File: src/rtl/fetch_sequencer_if.sv
// fetch_sequencer_if: control, ROM and status bundle between a controller and the fetch sequencer
interface fetch_sequencer_if #(
  parameter int IW = 13,
  parameter int DW = 9,
  parameter int OW = 8,
  parameter int CW = 16
);
  logic          Start;
  logic [IW-1:0] StartAddr;
  logic          Halt;
  logic          Stall;
  logic          BranchAbs;
  logic          BranchRel;
  logic [IW-1:0] Target;
  logic [OW-1:0] Offset;
  logic [DW-1:0] InstIn;
  logic [IW-1:0] InstAddress;
  logic [DW-1:0] InstOut;
  logic          InstValid;
  logic          Done;
  logic          Overrun;
  logic [CW-1:0] CycleCount;
  modport master (
    output Start, StartAddr, Halt, Stall, BranchAbs, BranchRel, Target, Offset, InstIn,
    input  InstAddress, InstOut, InstValid, Done, Overrun, CycleCount
  );
  modport slave (
    input  Start, StartAddr, Halt, Stall, BranchAbs, BranchRel, Target, Offset, InstIn,
    output InstAddress, InstOut, InstValid, Done, Overrun, CycleCount
  );
endinterface

File: src/rtl/fetch_sequencer.sv
// fetch_sequencer: program counter, branch/stall handling and IDLE/RUN/DONE fetch control
module fetch_sequencer #(
  parameter int IW = 13,
  parameter int DW = 9,
  parameter int OW = 8,
  parameter int CW = 16
) (
  input  logic             Clk,
  input  logic             Reset,
  fetch_sequencer_if.slave bus
);
  typedef enum logic [1:0] {IDLE, RUN, DONE} state_t;
  state_t        state_q, state_d;
  logic [IW-1:0] pc_q, pc_d;
  logic [CW-1:0] cnt_q, cnt_d;
  logic          ovr_q, ovr_d;
  logic          valid_q, done_q;
  logic [IW-1:0] rel_off;
  assign rel_off = {{(IW-OW){bus.Offset[OW-1]}}, bus.Offset};
  // next-state: start reload outside RUN, Halt > Stall > BranchAbs > BranchRel > increment in RUN
  always_comb begin
    state_d = state_q;
    pc_d    = pc_q;
    cnt_d   = cnt_q;
    ovr_d   = ovr_q;
    if (state_q == RUN) begin
      cnt_d = (cnt_q == '1) ? cnt_q : cnt_q + CW'(1);
      if (bus.Halt) begin
        state_d = DONE;
      end else if (!bus.Stall) begin
        if (bus.BranchAbs) begin
          pc_d = bus.Target;
        end else if (bus.BranchRel) begin
          pc_d = pc_q + rel_off;
        end else begin
          pc_d  = pc_q + IW'(1);
          ovr_d = ovr_q | (pc_q == '1);
        end
      end
    end else if (bus.Start) begin
      state_d = RUN;
      pc_d    = bus.StartAddr;
      cnt_d   = '0;
      ovr_d   = 1'b0;
    end
  end
  // state and registered status outputs, cleared asynchronously on reset
  always_ff @(posedge Clk or posedge Reset) begin
    if (Reset) begin
      state_q <= IDLE;
      pc_q    <= '0;
      cnt_q   <= '0;
      ovr_q   <= 1'b0;
      valid_q <= 1'b0;
      done_q  <= 1'b0;
    end else begin
      state_q <= state_d;
      pc_q    <= pc_d;
      cnt_q   <= cnt_d;
      ovr_q   <= ovr_d;
      valid_q <= (state_d == RUN);
      done_q  <= (state_d == DONE);
    end
  end
  assign bus.InstAddress = pc_q;
  assign bus.InstOut     = valid_q ? bus.InstIn : DW'(0);
  assign bus.InstValid   = valid_q;
  assign bus.Done        = done_q;
  assign bus.Overrun     = ovr_q;
  assign bus.CycleCount  = cnt_q;
endmodule

File: src/flat_wrapper.sv
// flat-port wrapper written by rule: the top's interface ports become plain ports
module fetch_sequencer_flat 
#(
  parameter int IW = 13,
  parameter int DW = 9,
  parameter int OW = 8,
  parameter int CW = 16
)
  (Clk, Reset, bus_Start, bus_StartAddr, bus_Halt, bus_Stall, bus_BranchAbs, bus_BranchRel, bus_Target, bus_Offset, bus_InstIn, bus_InstAddress, bus_InstOut, bus_InstValid, bus_Done, bus_Overrun, bus_CycleCount);
  fetch_sequencer_if #(.IW(IW), .DW(DW), .OW(OW), .CW(CW)) bus_i ();
  input  logic Clk;
  input  logic Reset;
  input wire logic [$bits(bus_i.Start)-1:0] bus_Start;
  input wire logic [$bits(bus_i.StartAddr)-1:0] bus_StartAddr;
  input wire logic [$bits(bus_i.Halt)-1:0] bus_Halt;
  input wire logic [$bits(bus_i.Stall)-1:0] bus_Stall;
  input wire logic [$bits(bus_i.BranchAbs)-1:0] bus_BranchAbs;
  input wire logic [$bits(bus_i.BranchRel)-1:0] bus_BranchRel;
  input wire logic [$bits(bus_i.Target)-1:0] bus_Target;
  input wire logic [$bits(bus_i.Offset)-1:0] bus_Offset;
  input wire logic [$bits(bus_i.InstIn)-1:0] bus_InstIn;
  output wire logic [$bits(bus_i.InstAddress)-1:0] bus_InstAddress;
  output wire logic [$bits(bus_i.InstOut)-1:0] bus_InstOut;
  output wire logic [$bits(bus_i.InstValid)-1:0] bus_InstValid;
  output wire logic [$bits(bus_i.Done)-1:0] bus_Done;
  output wire logic [$bits(bus_i.Overrun)-1:0] bus_Overrun;
  output wire logic [$bits(bus_i.CycleCount)-1:0] bus_CycleCount;
  assign bus_i.Start = bus_Start;
  assign bus_i.StartAddr = bus_StartAddr;
  assign bus_i.Halt = bus_Halt;
  assign bus_i.Stall = bus_Stall;
  assign bus_i.BranchAbs = bus_BranchAbs;
  assign bus_i.BranchRel = bus_BranchRel;
  assign bus_i.Target = bus_Target;
  assign bus_i.Offset = bus_Offset;
  assign bus_i.InstIn = bus_InstIn;
  assign bus_InstAddress = bus_i.InstAddress;
  assign bus_InstOut = bus_i.InstOut;
  assign bus_InstValid = bus_i.InstValid;
  assign bus_Done = bus_i.Done;
  assign bus_Overrun = bus_i.Overrun;
  assign bus_CycleCount = bus_i.CycleCount;
  fetch_sequencer #(.IW(IW), .DW(DW), .OW(OW), .CW(CW)) u_core (.Clk(Clk), .Reset(Reset), .bus(bus_i));
endmodule
File: config.mk
export PLATFORM = sky130hd
export DESIGN_NAME = fetch_sequencer_flat
export DESIGN_NICKNAME = d
export VERILOG_FILES = /design/src/rtl/fetch_sequencer_if.sv /design/src/rtl/fetch_sequencer.sv /design/src/flat_wrapper.sv
export SDC_FILE = /design/constraint.sdc
export NUM_CORES = 1
export LEC_CHECK = 0
export BUFFER_PORTS_ARGS = -buffer_cell sky130_fd_sc_hd__buf_2
export CAP_MARGIN = 15
export CORE_AREA = 2 2 72 74
export CTS_BUF_LIST = sky130_fd_sc_hd__clkbuf_8
export CTS_CLUSTER_DIAMETER = 100
export CTS_CLUSTER_SIZE = 16
export DETAILED_ROUTE_END_ITERATION = 8
export DIE_AREA = 0 0 74 76
export GPL_TIMING_DRIVEN = 0
export PLACE_DENSITY_LB_ADDON = 0.05
export SYNTH_ARGS = -nofsm -noshare
export SYNTH_HDL_FRONTEND = slang
export SYNTH_SLANG_ARGS = --single-unit
export TNS_END_PERCENT = 100
File: constraint.sdc
create_clock -name Clk -period 2.7 [get_ports Clk]
set_clock_uncertainty 0.15 [all_clocks]
set_input_delay 0.135 -clock Clk [delete_from_list [all_inputs] [get_ports Clk]]
set_output_delay 0.135 -clock Clk [all_outputs]
set_load 0.02 [all_outputs]
# [Yosys cells after proc, flatten, opt, wreduce, memory -nomap -nowiden]
# Index checks and enable logic that the tools add are counted.
# Widths: inputs -> output; s select.
[totals] output_inout_bits=41 inputBits=50 reg_bits=34 wordCells=43
[classes] eq_ne=10 mux=19 add_sub_neg=3 reduce_logical=4 bitwise=1
[op_table] operator="$mux 13" count=6
[op_table] operator="$mux 16" count=3
[op_table] operator="$add 16x1->16 const B" count=1
[op_table] operator="$eq 16x16->1 const B" count=1
[op_table] operator="$add 13x1->13 const B" count=1
[op_table] operator="$add 13x13->13" count=1
[op_table] operator="$eq 13x13->1 const B" count=1
[op_table] operator="$ne 2x2->1 const B" count=5
[op_table] operator="$mux 9" count=1
[op_table] operator="$mux 1" count=6
[op_table] operator="$mux 2" count=3
[op_table] operator="$reduce_and 5->1" count=1
[op_table] operator="$eq 2x1->1 const B" count=2
[op_table] operator="$reduce_and 3->1" count=1
[op_table] operator="$eq 2x2->1 const B" count=1
[op_table] operator="$reduce_and 2->1" count=1
[op_table] operator="$reduce_bool 2->1" count=1
[op_table] operator="$or 1x1->1" count=1

# [Logic depth before layout (Yosys ltp)]
[logic_depth] word_depth=7 mapped_depth=9 mapped_depth_nobuf=9

# [Worst setup path before layout]
# OpenSTA, ideal clock, no wires.
[synth_path] path_type="flip-flop to flip-flop" from="register u_core.pc_q[0] (netlist: u_core.bus.InstAddress[0])" to="register u_core.pc_q[12] (netlist: u_core.bus.InstAddress[12])" t_arrival_ns=2.191 stages_incl_launch_ff=9 synth_period_minus_slack_ns=2.465 n_path_buf=0 required_time_ns=2.426 setup_ns=0.124 path_slack_ns=0.235 cell_sequence="dfrtp_1 ha_1 fa_1 a21oi_1 o211ai_1 a21oi_1 mux2i_1 mux2i_1 a21oi_1"
[synth_between] elab_chain_cells=6 word_cells_on_any_way=7 classes_between="add/sub: 2; mux: 5"
[synth_lines] element="start, declared" line_no="fetch_sequencer.sv:14" text="logic [IW-1:0] pc_q, pc_d;"
[synth_lines] element="start signal, assigned" line_no="fetch_sequencer.sv:58" text="pc_q <= pc_d;"
[synth_lines] element="$add 13x1->13 / $add 13x13->13 (equally long branches)" line_no="fetch_sequencer.sv:36, fetch_sequencer.sv:34"
[synth_lines] element="$mux 13 (*)" line_no="fetch_sequencer.sv:33" text="end else if (bus.BranchRel) begin"
[synth_lines] element="$mux 13 (*)" line_no="fetch_sequencer.sv:31" text="if (bus.BranchAbs) begin"
[synth_lines] element="$mux 13 (*)" line_no="fetch_sequencer.sv:30" text="end else if (!bus.Stall) begin"
[synth_lines] element="$mux 13 (*)" line_no="fetch_sequencer.sv:28" text="if (bus.Halt) begin"
[synth_lines] element="$mux 13 (*)" line_no="fetch_sequencer.sv:26" text="if (state_q == RUN) begin"
# Mark *: on every way between the ends. The rest lies on a longest branch, timed or not. The select of a mux whose other input is x is not followed.
# A chain may end at the register's enable or synchronous reset.

# [Worst setup path after layout]
# Ends and elaborated chain as after synthesis.

==> flow_summary.toml <==
[outcome]
outcome = "finished with violations"
violations = "negative hold slack"

[power]
p_comb_share_pct = 55.1
power_density_mw_per_mm2 = 915
power.leakage_nw = 1.51
sw_frac_of_total_pct = 46.0
p_clk_share_pct = 16.7
p_sw_mw = 1.31
seq_power_share_pct = 28.2
ir_worst_vdd_v = 0.000505
intPower_mw = 1.54

[sta]
fin_tns_setup_ns = 0
fin_crit_ns = 2.56
worst_pin_slew_ns = 0.768
final_max_slew_viol_count = 0
min_period_over_period_pct = 94.9
slew_headroom_pct = 48.7
max_clock_freq_ghz = 0.390
rsz0062_at_grt = "false"
finalSetupViolations = 0
hold_viol = 1
timing.hold.ws_ns = -0.00213

[setup_path]
max_stage_delay_ns = 0.43
endpoint_kind = "flop"
cp_slowest_cell = "dfrtp_1"
start_kind = "flop"
critPathKind = "flop to flop"
r2r_slack_ns = 0.14
crit_chain = "ha_1 -> fa_1 -> a21oi_2 -> o211ai_1 -> a21oi_2 -> mux2i_1 -> mux2i_1 -> a21oi_1"
crit_required_ns = 2.73
arrival_ns = 2.59
cp_max_fo = 4

[global_routing]
grt_pass1_wl_mm = 10.2
grt_busiest_layer = "met2"
grt_max_degree = 19
grt_pass1_vias = 2187
grt_usage_pct = 23.0
grtUsageMet1_pct = 29.8
grt_overflow = 0
met3_usage_pct = 3.31
grt_use_met2_pct = 38.9
antenna_found_initial = 0

[placement]
dp_hpwl_mm = 4.80
gp_congestion = 0.864
port_buffers = 88
placed_cell_area_mm2 = 0.00296

[die]
initial_core_util_pct = 49.0
io_pins = 91
dieArea_mm2 = 0.00562
die_w_um = 74
core_mm2 = 0.00491
die_h_um = 76
row_count = 26

[cells_and_area]
fin_nets = 447
antenna_cells = 0
area_growth_pct = 29.7
final_area_mm2 = 0.00312
final_layout_size_suffix_gt1_share_pct = 28.5

[synthesis]
synth_seq_cells = 34
ys_types = 52
syn_area_mm2 = 0.00241
yosysSeqAreaShare_pct = 35.3
netlist_instances = 288
avgSynthCellArea_um2 = 8.36
syn_nets = 347
synthArstFlopShare_pct = 100
synth_enable_flop_cells = 0
yosys_most_used_dff = "dfrtp_1"
yosys_warnings = 0

[route]
wl_per_cell_um = 13.6
drc = 0
via_per_inst = 5.35
ant_nets = 0
vias = 2456
wirelength_mm = 6.24
dr.pass1.iters = 4
drtIter0Drc = 80

[clock_network]
cts_tree = "built"
worst_skew_pair.late_latency_ns = 0.30
cts_buffer_depth = 2
cts_inserted_buffers = 5
cts_sinks = 34
cts-root-buf = "clkbuf_8"
htreeDepth = 2
clkSlewWorstSetupHoldPaths_ns = 0.08

[flow_run]
drv_cap = 0

[hold_path]
hold_path.class = "primary input to flop"
what timing repair did:
action / in CTS / in global routing
resized for setup: 1 / 1
hold endpoints to repair: 20 / 0
buffers inserted: 0 / 1
pin swaps: 0 / 3
endpoints found under the setup margin: 1 / 3
hold buffers: 3 / 0
cell families after synthesis:
family	Yosys count	synth area share, %
xor gates and xnor gates	14	5.09
muxes	6	2.49
adders and majority gates	9	4.99
DFF	34	35.3
buffers and inverters	22	4.16
AOI/OAI and AO/OA	84	21.5
and+or+nand+nor	119	26.5
worst paths after layout:
path,from,endpoint,cells after the start
setup / recovery,u_core.bus.InstAddress[0]$_DFFE_PP0P_,u_core.bus.InstAddress[12]$_DFFE_PP0P_,8
hold / removal,bus_StartAddr[1],u_core.bus.InstAddress[1]$_DFFE_PP0P_,3
setup reg to reg,u_core.bus.InstAddress[0]$_DFFE_PP0P_,u_core.bus.InstAddress[12]$_DFFE_PP0P_,8
hold reg to reg,u_core.bus.Overrun$_DFFE_PP0P_,u_core.bus.Overrun$_DFFE_PP0P_,1
max in group asynchronous,Reset,u_core.bus.CycleCount[12]$_DFFE_PP0P_,4
min in group asynchronous,Reset,u_core.bus.CycleCount[7]$_DFFE_PP0P_,3
registers in the layout, indices dropped and copies added (netlist names):
signal and cells:
u_core.bus.InstAddress 13, u_core.bus.InstValid 1, u_core.bus.Overrun 1, u_core.bus.CycleCount 16
u_core.state_q 2, u_core.bus.Done 1
cell usage in the layout (no fill, tap or decap), types with 6 or more instances in the layout:
cell      synthesis  final
a21oi_1          26     24
and2_1           18     18
buf_2             5     93
clkbuf_1          9      9
dfrtp_1          34     34
ha_1              8      8
inv_1             6      6
mux2i_1           6      6
nand2_1          25     25
nand2b_1          6      6
nand3_1          12     12
nand4_1           8      8
nor2_1           27     27
o21ai_0          15     15
o21ai_1          13     13
xnor2_1           7      7
xor2_1            7      7
worst max-delay path, delay by kind of cell (launching register included):
kind	cells	cell delay, ns
AOI/OAI and AO/OA	4	0.68
muxes	2	0.53
DFF	1	0.43
adders and majority gates	2	0.67
synthesized netlist by cell type, types with 2 or more instances:
| master | n | area [um2] |
|---|---|---|
| a211oi_1 | 3 | 22.5 |
| a21o_1 | 2 | 15.0 |
| a21oi_1 | 26 | 130 |
| a32o_1 | 3 | 30.0 |
| a41oi_1 | 3 | 26.3 |
| and2_1 | 18 | 113 |
| and3_1 | 4 | 25.0 |
| and4_1 | 2 | 17.5 |
| buf_2 | 5 | 25.0 |
| clkbuf_1 | 9 | 33.8 |
| dfrtp_1 | 34 | 851 |
| ha_1 | 8 | 100 |
| inv_1 | 6 | 22.5 |
| mux2i_1 | 6 | 60.1 |
| nand2_1 | 25 | 93.8 |
| nand2b_1 | 6 | 37.5 |
| nand3_1 | 12 | 60.1 |
| nand3b_1 | 2 | 15.0 |
| nand4_1 | 8 | 50.1 |
| nor2_1 | 27 | 101 |
| nor3_1 | 2 | 10.0 |
| nor3b_1 | 2 | 15.0 |
| o211ai_1 | 3 | 22.5 |
| o21a_1 | 3 | 22.5 |
| o21ai_0 | 15 | 75.1 |
| o21ai_1 | 13 | 65.1 |
| o31ai_1 | 3 | 22.5 |
| or2_1 | 2 | 12.5 |
| xnor2_1 | 7 | 61.3 |
| xor2_1 | 7 | 61.3 |
per-stage QoR:
stage                     hold WS (ns)  power, mW  setup WS, ns  util [%]  cells
final                         -0.00213       2.86         0.137      63.6    459
after global routing            0.0202       3.10       0.00197      63.6    459
after CTS                     0.000697       2.86        0.0536      63.3    458
after detailed placement         0.153       2.36        0.0101      60.3    447
after global placement           0.200       2.34        0.0189      59.8    446
after floorplan                 0.0717       1.92         0.235         -    288
cell type report:
class                      count  area, um2
fill                         471       1790
multi-input combinational    232       1460
sequential                    34        851
timing repair buffer          93        505
tap                           70       87.6
buffer                        16       77.6
clock buffer                   5       68.8
clock inverter                 3       45.0
inverter                       6       22.5
power by group through the flow:
stage               sequential [mW]  combinational (mW)  clock (mW)
finish                        0.805                1.57       0.477
CTS                           0.806                1.56       0.486
floorplan                     0.944               0.976           0
global placement              0.806                1.53           0
global route                  0.835                1.75       0.510
detailed placement            0.813                1.55           0
routing by layer:
metal	share of wire, %	vias up
met2	50	69
met4	1.2	0
met1	44	1139
met5	0	-
met3	4.6	6
li1	-	1242
Note: power is estimated with default switching activity, not from simulation.
